==> config.mk <==
export PLATFORM = sky130hd
export DESIGN_NAME = uart_tx_frame
export DESIGN_NICKNAME = d
export VERILOG_FILES = /design/src/rtl/uart_pkg.sv /design/src/rtl/uart_baud_gen.sv /design/src/rtl/uart_tx_frame.sv
export SDC_FILE = /design/constraint.sdc
export NUM_CORES = 1
export LEC_CHECK = 0
export BUFFER_PORTS_ARGS = -buffer_cell sky130_fd_sc_hd__buf_2
export CAP_MARGIN = 5
export CORE_ASPECT_RATIO = 0.7
export CORE_MARGIN = 2
export CORE_UTILIZATION = 50
export CTS_BUF_LIST = sky130_fd_sc_hd__clkbuf_8
export DETAILED_ROUTE_END_ITERATION = 10
export HOLD_SLACK_MARGIN = 0.05
export PLACE_DENSITY = 0.79
export SYNTH_ARGS = -nofsm -noshare
export SYNTH_HDL_FRONTEND = slang
export SYNTH_HIERARCHICAL = 1
export SYNTH_SLANG_ARGS = --single-unit
==> constraint.sdc <==
create_clock -name clk -period 5.87 [get_ports clk]
set_input_delay 1.174 -clock clk [delete_from_list [all_inputs] [get_ports clk]]
set_output_delay 1.174 -clock clk [all_outputs]
set_load 0.03 [all_outputs]
==> src/rtl/uart_pkg.sv <==
// Shared UART definitions: parity modes, transmitter state encoding and
// frame-timing helpers used by the TX block (and later the RX block).
package uart_pkg;

  localparam int PAR_NONE = 0;
  localparam int PAR_EVEN = 1;
  localparam int PAR_ODD  = 2;

  typedef enum logic [2:0] {
    ST_IDLE   = 3'd0,
    ST_START  = 3'd1,
    ST_DATA   = 3'd2,
    ST_PARITY = 3'd3,
    ST_STOP   = 3'd4,
    ST_BREAK  = 3'd5,
    ST_MARK   = 3'd6
  } tx_state_t;

  function automatic int clks_per_bit(input int clk_freq, input int baud);
    return clk_freq / baud;
  endfunction

  function automatic int frame_bits(input int data_bits, input int parity, input int stop_bits);
    return 1 + data_bits + ((parity != PAR_NONE) ? 1 : 0) + stop_bits;
  endfunction

endpackage

==> src/rtl/uart_baud_gen.sv <==
// Bit-period counter: counts 0..CLKS_PER_BIT-1 and flags the last cycle of
// each period with bit_end. restart holds the count at zero.
module uart_baud_gen #(
  parameter int CLKS_PER_BIT = 10
) (
  input  logic clk,
  input  logic rst,
  input  logic restart,
  output logic bit_end
);

  localparam int CNT_W = (CLKS_PER_BIT > 1) ? $clog2(CLKS_PER_BIT) : 1;

  logic [CNT_W-1:0] cnt;

  assign bit_end = (cnt == CNT_W'(CLKS_PER_BIT - 1));

  always_ff @(posedge clk) begin
    if (rst || restart || bit_end) cnt <= '0;
    else                           cnt <= cnt + 1'b1;
  end

endmodule

==> src/rtl/uart_tx_frame.sv <==
// Ready/valid UART transmitter: start bit, DATA_BITS data (LSB first), optional
// parity, STOP_BITS stop bits. Define UART_TX_BREAK_EN to add line-break sending.
module uart_tx_frame
  import uart_pkg::*;
#(
  parameter int CLK_FREQ  = 1000000,
  parameter int BAUD_RATE = 9600,
  parameter int DATA_BITS = 8,
  parameter int PARITY    = 0,
  parameter int STOP_BITS = 1
) (
  input  logic                 clk,
  input  logic                 rst,
`ifdef UART_TX_BREAK_EN
  input  logic                 send_break,
`endif
  input  logic                 s_valid,
  output logic                 s_ready,
  input  logic [DATA_BITS-1:0] s_data,
  output logic                 tx,
  output logic                 busy,
  output logic                 done
);

  localparam int   CLKS_PER_BIT = clks_per_bit(CLK_FREQ, BAUD_RATE);
  localparam int   IDX_W        = $clog2(DATA_BITS);
  localparam logic HAS_PARITY   = (PARITY != PAR_NONE);

  generate
    if (CLKS_PER_BIT < 2) begin : g_bad_cpb
      $error("uart_tx_frame: CLK_FREQ/BAUD_RATE must be >= 2");
    end
    if (DATA_BITS < 5 || DATA_BITS > 9) begin : g_bad_data
      $error("uart_tx_frame: DATA_BITS must be 5..9");
    end
    if (STOP_BITS < 1 || STOP_BITS > 2) begin : g_bad_stop
      $error("uart_tx_frame: STOP_BITS must be 1 or 2");
    end
    if (PARITY < PAR_NONE || PARITY > PAR_ODD) begin : g_bad_par
      $error("uart_tx_frame: PARITY must be 0, 1 or 2");
    end
  endgenerate

  tx_state_t            state;
  logic [IDX_W-1:0]     bit_idx;
  logic [DATA_BITS-1:0] data_q;
  logic                 par_q;
  logic                 bit_end;
  logic                 restart;
  logic                 hs;
  logic                 brk_exit;

`ifdef UART_TX_BREAK_EN
  // Break refuses words so that a simultaneous s_valid never handshakes.
  assign s_ready = (state == ST_IDLE) && !rst && !send_break;
`else
  assign s_ready = (state == ST_IDLE) && !rst;
`endif

  assign hs      = s_valid && s_ready;
  assign busy    = (state != ST_IDLE);
  assign restart = (state == ST_IDLE) || brk_exit;

  uart_baud_gen #(
    .CLKS_PER_BIT(CLKS_PER_BIT)
  ) u_baud (
    .clk    (clk),
    .rst    (rst),
    .restart(restart),
    .bit_end(bit_end)
  );

`ifdef UART_TX_BREAK_EN
  localparam int FRAME_CLKS = frame_bits(DATA_BITS, PARITY, STOP_BITS) * CLKS_PER_BIT;
  localparam int BRK_W      = $clog2(FRAME_CLKS);

  logic [BRK_W-1:0] brk_cnt;
  logic             brk_done;

  // Saturating count of break cycles; the line stays low for at least one frame.
  assign brk_done = (brk_cnt == BRK_W'(FRAME_CLKS - 1));
  assign brk_exit = (state == ST_BREAK) && brk_done && !send_break;

  always_ff @(posedge clk) begin
    if (rst || state != ST_BREAK) brk_cnt <= '0;
    else if (!brk_done)           brk_cnt <= brk_cnt + 1'b1;
  end
`else
  assign brk_exit = 1'b0;
`endif

  // Word capture at handshake; shifted out LSB first during DATA.
  always_ff @(posedge clk) begin
    if (hs) begin
      data_q <= s_data;
      par_q  <= (PARITY == PAR_ODD) ? ~^s_data : ^s_data;
    end else if (state == ST_DATA && bit_end) begin
      data_q <= {1'b0, data_q[DATA_BITS-1:1]};
    end
  end

  // Frame sequencer: tx is loaded with the value of the bit being entered.
  always_ff @(posedge clk) begin
    if (rst) begin
      state   <= ST_IDLE;
      tx      <= 1'b1;
      done    <= 1'b0;
      bit_idx <= '0;
    end else begin
      done <= 1'b0;
      case (state)
        ST_IDLE: begin
          bit_idx <= '0;
          tx      <= 1'b1;
          if (hs) begin
            state <= ST_START;
            tx    <= 1'b0;
          end
`ifdef UART_TX_BREAK_EN
          if (send_break) begin
            state <= ST_BREAK;
            tx    <= 1'b0;
          end
`endif
        end
        ST_START: begin
          if (bit_end) begin
            state <= ST_DATA;
            tx    <= data_q[0];
          end
        end
        ST_DATA: begin
          if (bit_end) begin
            if (bit_idx == IDX_W'(DATA_BITS - 1)) begin
              bit_idx <= '0;
              if (HAS_PARITY) begin
                state <= ST_PARITY;
                tx    <= par_q;
              end else begin
                state <= ST_STOP;
                tx    <= 1'b1;
              end
            end else begin
              bit_idx <= bit_idx + 1'b1;
              tx      <= data_q[1];
            end
          end
        end
        ST_PARITY: begin
          if (bit_end) begin
            state <= ST_STOP;
            tx    <= 1'b1;
          end
        end
        ST_STOP: begin
          if (bit_end) begin
            if (bit_idx == IDX_W'(STOP_BITS - 1)) begin
              state   <= ST_IDLE;
              done    <= 1'b1;
              bit_idx <= '0;
            end else begin
              bit_idx <= bit_idx + 1'b1;
            end
          end
        end
        ST_BREAK: begin
          if (brk_exit) begin
            state <= ST_MARK;
            tx    <= 1'b1;
          end
        end
        ST_MARK: begin
          if (bit_end) state <= ST_IDLE;
        end
        default: begin
          state <= ST_IDLE;
          tx    <= 1'b1;
        end
      endcase
    end
  end

endmodule

======== Yosys cells after proc, flatten, opt, wreduce, memory -nomap -nowiden ========
Cells that the tools add are included.
cells by class
  add/sub/neg operators ................... 2
  eq/ne operators ......................... 16
  multiplexer cells ....................... 23
  bitwise logic cells ..................... 4
  reduce and logical (&&, ||, !) cells .... 16
operators with widths
  kind                   count
  $mux W3                12
  $pmux W3 S7            1
  $mux W8                2
  $ne A2 B2 Y1 const B   7
  $eq A3 B3 Y1 const B   4
  $pmux W3 S3            1
  $reduce_and A9 Y1      1
  $add A7 B1 Y7 const B  1
  $eq A7 B7 Y1 const B   1
  $eq A3 B2 Y1 const B   2
  $logic_not A3 Y1       2
  $mux W1                6
  $reduce_bool A3 Y1     2
  $reduce_or A3 Y1       2
  $pmux W1 S5            1
  $not A1 Y1             4
  $reduce_and A4 Y1      1
  $add A3 B1 Y3 const B  1
  $eq A3 B1 Y1 const B   1
  $logic_and A1 B1 Y1    3
  $reduce_and A3 Y1      1
  $logic_or A1 B1 Y1     2
  $ne A2 B1 Y1 const B   1
  $reduce_bool A2 Y1     1
  $logic_not A1 Y1       1
storage, ports and cells
  register bits ........................... 23
  input port bits ......................... 11
  output and inout port bits .............. 4
  word-level logic and storage cells ...... 67

======== Longest topological paths before layout ========
Gate-level depths: netlist of the first run.
  depth after elaboration ................. 5
  gate-level depth with buffers ........... 8
  mapped depth without buffers ............ 7

======== By module ========
Netlist of the first run, hierarchy kept.
modules (own cells, without submodules)
  module         instances  cells an instance  area each (µm²)  sequential area each (µm²)
  uart_tx_frame  1          82                 845.8            400.4
  uart_baud_gen  1          34                 302.8            140.1

======== Worst setup path before layout of the first run ========
No wires, ideal clock.
  path type ............................... input -> output
  start ................................... input rst
  end ..................................... output s_ready
  data arrival time ....................... 1.973 ns
  required time ........................... 4.696 ns
  slack ................................... 2.723 ns
  stages on the path ...................... 2
  path buffers ............................ 1
  path through ............................ clkbuf_1 nor4_2
on the way
  word-level cells in the longest chain between the ends .. 2
ends and longest elaborated chain
  item                 line                 text
  start: declaration   uart_tx_frame.sv:13  input logic rst,
  $logic_not A1 Y1     uart_tx_frame.sv:57  assign s_ready = (state == ST_IDLE) && !rst;
  $logic_and A1 B1 Y1  uart_tx_frame.sv:57
  end: declaration     uart_tx_frame.sv:18  output logic s_ready,
No other way between the ends.

======== Worst setup path after layout of the first run ========
Same ends and word-level chain as after synthesis.

==> results.cfg, run 1 <==
[status]
status = finished clean

[layout]
final_cells = 161
final_common_cell = dfxtp_1
mostFrequentLayoutCells = dfxtp_1, buf_2, nand2_1, nor2_1
drive_gt1_share_pct = 24.81
fill_cells = 201
fin_nets = 146
area_growth_pct = 11.55
n_antenna_cell = 0

[worst_setup_path]
path_common_cell = buf_2
path_class = input pin to primary output
cp_max_fo = 12
worstPathArrival_ns = 1.84
crit_chain = buf_2 > nor4_2 > buf_2
cpPeakStageDelay_ns = 0.26
critPathLaunchType = input pin
cp.required_ns = 4.70
cp_slowest_cell = buf_2
end_kind = primary output
worst-r2r-cell-count = 5

[hold_path]
min_path_cells = 2
min_path_type = register to register

[floorplanning]
die_w_um = 61.29
design.die.area_um2 = 2703
fp.dieH_um = 44.10
std_cell_rows = 14
core_um2 = 2155
ioPinCount = 15
initial_core_util_pct = 53.31

[sta]
setup_viol = 0
hold_violations = 0
finClkSkew_ns = 0.002765
tightest_slew_ns = 1.175
period_share_pct = 51.35
whs_ns = 0.4855
rsz0062_at_grt = no
timing.final.ws_setup_ns = 2.856
finalMaxSlewViolations = 0
fin_setup_tns_ns = 0
max_clock_freq_mhz = 331.7
max-slew-margin-rel_pct = 20.84
period_needed_ns = 3.014

[clock_tree]
clock_tree.root_cell = clkbuf_8
cts_max_path_buffers = 2
cts_tree = done
cts.sinks = 23
ctsHoldBuffers = 0
cts_buffers = 3
clk_pin_slew_ns = 0.08
htreeDepth = 1
cts_resized = 0
post_cts_buffers = 0
insertion_delay_ns = 0.27

[grt]
grt_pass1_vias = 822
grt_max_degree = 17
grt_pass1_wl_um = 3484
antenna_found_initial = 0
gr-total-overflow = 0
track_usage_pct = 18.17

[yosys]
synth_edf_count = 8
ys_ff_latch = 23
ys.flop_type = dfxtp_1
syn-cell-area_um2 = 1149
synthDistinctLibCells = 40
seq_area_frac_synth_pct = 47.06
async_flop_share_pct = 0
yosysWarningCount = 6
synth_nets = 132
syn_avg_cell_area_um2 = 9.902
synthCells = 116

[power]
p_per_area_nw_per_um2 = 251.3
leakagePower_nw = 0.4842
ir_worst_vdd_uv = 240.6

[place]
pre_cts_ws_ns = 2.856
hpwl_um = 1506
routabilityCongestion = 0.7985
io_buffer_count = 14
dp_cells = 157

[route]
vias = 848
viasPerCell = 5.267
drt-initial-drc-count = 16
wl_per_cell_um = 12.88
drtAntennaViolNets = 0
firstDrtPassIters = 4
drc = 0
routed_wl_um = 2073

[flow_run]
maxCapViolCount = 0
## kinds of logic after synthesis
logic type	share of synthesized area [%]
xor+xnor	2.288
compound gates	13.29
mux	6.863
fa+ha+maj	5.447
flops	47.06
simple gates	20.70
buf+inv	4.357
## state kept, by name, summed over array words and instances, names as in the netlist
name,cells
done,1
state,3
u_baud/cnt,7
tx,1
data_q,8
bit_idx,3
## synth_stat cells (2+ instances only)
cell / n / area (um^2)
a21oi_1: 8 / 40.04
clkbuf_1: 3 / 11.26
dfxtp_1: 15 / 300.3
edfxtp_1: 8 / 240.2
ha_1: 5 / 62.56
inv_1: 7 / 26.28
mux2_2: 7 / 78.83
nand2_1: 12 / 45.04
nand2b_1: 2 / 12.51
nand3_1: 3 / 15.01
nor2_1: 9 / 33.78
nor2b_1: 2 / 12.51
nor3_1: 2 / 10.01
o21ai_0: 4 / 20.02
o31ai_1: 2 / 15.01
or3_1: 2 / 12.51
xor2_1: 2 / 17.52
## final timing paths
path	startpoint	to	slack [ns]
setup / recovery	rst	s_ready	2.86
hold / removal	bit_idx[2]	bit_idx[2]	0.49
setup reg to reg	u_baud/cnt[0]	data_q[7]	3.31
hold reg to reg	bit_idx[2]	bit_idx[2]	0.49
## worst max-delay path: cells and delay by family
kind | cells | cell delay [ns]
buffers and inverters | 2 | 0.43
AND/OR/NAND/NOR | 1 | 0.23
## layer usage
layer  wire (um)  GRT usage [%]  up-vias
li1            -              -      441
met1         922          21.38      387
met2         994          29.57       15
met3         117          7.018        5
met4          40          7.826        0
met5           0              0        -
## area by class of cell
type / count / area [um^2] / share of cell area, %
inverter: 7 / 26.28 / 2.051
tap: 32 / 40.04 / 3.125
clock buffer: 3 / 41.29 / 3.223
sequential: 23 / 540.5 / 42.19
clock inverter: 1 / 5.005 / 0.3906
timing repair buffer: 14 / 70.07 / 5.469
multi-input combinational: 81 / 558.0 / 43.55
## report_power, final
part	internal, mW	total [mW]	switching [mW]
registers	0.173	0.180	0.00722
logic	0.0177	0.0432	0.0255
clock network	0.0474	0.0984	0.0509
total	0.238	0.322	0.0836
## through the flow
stage	power (mW)	instance area [um^2]	utilization, %
final	0.3220	1281	59.47
after global routing	0.3388	1281	59.47
after CTS	0.3261	1281	59.47
after detailed placement	0.2270	1235	57.32
after global placement	0.2257	1235	57.32
after floorplan	0.2147	1149	-
No activity file was read; power rests on OpenSTA's default activity.
==> run 2: changes to the inputs <==
Clock period 5.87 ns to 3 ns, I/O delays scaled along.
==> run 2 against run 1 <==
Clock skew about the same. Core utilization decreased by 0.058 points. Final area about the same. Clock power increased by 88%. Register-to-register slack got worse by 2.7 ns. Combinational power increased by 100%. Via count increased by 5.9%. Cell count unchanged. Highest routed layer unchanged. Global-route usage increased by 0.98 points. Largest cell class unchanged.
==> results.cfg, run 2 (synthesized netlist as in run 1, its figures left out) <==
[worst_setup_path]
path_common_cell = nand2_1
cp_max_fo = 9
worstPathArrival_ns = 2.30
critPathBufInv = 0
cpPeakStageDelay_ns = 0.82
regToRegStartpoint = u_baud/cnt[0]
crit_start = u_baud/cnt[0]
cp_slowest_cell = o21ai_0
end_kind = register
crit_chain = ha_1 > nand2_1 > nor2_1 > nand2_1 > o21ai_0
critPathLaunchType = register
cp.required_ns = 2.89
path_class = register to register
critPathTopFamily = compound AO/OA/AOI/OAI gates

[place]
post_dp_cell_area_um2 = 1235
hpwl_um = 1612
routabilityCongestion = 0.7869
io_buffer_count = 14
pre_cts_ws_ns = 0.5919

[route]
routed_wl_um = 2248
wl_per_cell_um = 13.96
firstDrtPassIters = 4
viasPerCell = 5.578
drt-initial-drc-count = 35
drtAntennaViolNets = 0
vias = 898
drc = 0

[clock_tree]
cts_buffers = 3
clk_pin_slew_ns = 0.08
cts_resized = 0
cts_tree = done
clock_tree.root_cell = clkbuf_8
cts_max_path_buffers = 2
ctsHoldBuffers = 0
post_cts_buffers = 0
insertion_delay_ns = 0.26
cts.sinks = 23
htreeDepth = 1

[layout]
fin_nets = 146
area_growth_pct = 11.44
n_antenna_cell = 0
largest_reg_flops = 8
regMostFlops = data_q
drive_gt1_share_pct = 24.03
mostFrequentLayoutCells = dfxtp_1, buf_2, nand2_1, nor2_1
multi_input_area_um2 = 558.0
ff_latch_area_um2 = 540.5
final_cell_area_um2 = 1280
fin_util_pct = 59.41
fill_cells = 191
final_common_cell = dfxtp_1
top_regs = data_q x8, u_baud/cnt x7

[floorplanning]
core_um2 = 2155
std_cell_rows = 14
initial_core_util_pct = 53.31
die_w_um = 61.29
ioPinCount = 15
fp.dieH_um = 44.10
design.die.area_um2 = 2703

[sta]
whs_ns = 0.4886
period_needed_ns = 2.417
fin_setup_tns_ns = 0
finalMaxSlewViolations = 0
period_share_pct = 80.57
setup_viol = 0
rsz0062_at_grt = no
max_clock_freq_mhz = 413.7
timing.final.ws_setup_ns = 0.5829
max-slew-margin-rel_pct = 30.35
hold_violations = 0
finClkSkew_ns = 0.002789
tightest_slew_ns = 1.034

[grt]
track_usage_pct = 19.15
antenna_found_initial = 0
grt_pass1_vias = 840
gr-total-overflow = 0
grt_max_degree = 17
grt_pass1_wl_um = 3808

[power]
leakagePower_nw = 0.4856
ir_worst_vdd_uv = 339.1
p_per_area_nw_per_um2 = 489.0

[hold_path]
hp-start = u_baud/cnt[0]
min_path_type = register to register

[flow_run]
maxCapViolCount = 0

[status]
status = finished clean
[run 2: report_power, final]
group / internal [mW] / total (mW) / switching [mW]
Clock: 0.0913 / 0.185 / 0.0939
Sequential: 0.339 / 0.354 / 0.0148
Combinational: 0.0348 / 0.0868 / 0.0520
Total: 0.465 / 0.626 / 0.161
[run 2: through the flow]
step,std cells,power (mW)
after global routing,161,0.6551
after CTS,161,0.6286
after floorplan,116,0.4200
final,161,0.6258
after global placement,157,0.4415
after detailed placement,157,0.4455
[run 2: routing by layer]
layer  wire length (um)  GRT usage [%]
met1               1053          26.58
met2               1048          29.57
met3                136          6.140
met4                  9          3.913
met5                  0              0
[run 2: worst paths after layout]
kind / depth (start not counted) / endpoint / slack, ns
worst max-delay path: 5 / data_q[7] / 0.58
worst max register to register: 5 / data_q[7] / 0.58
worst min-delay path: 1 / u_baud/cnt[0] / 0.49
worst min register to register: 1 / u_baud/cnt[0] / 0.49
[run 2: cell type report]
class                      instances  area share [%]
inverter                           7           2.053
sequential                        23           42.23
clock inverter                     1          0.2933
multi-input combinational         81           43.60
clock buffer                       3           3.226
tap                               32           3.128
timing repair buffer              14           5.474
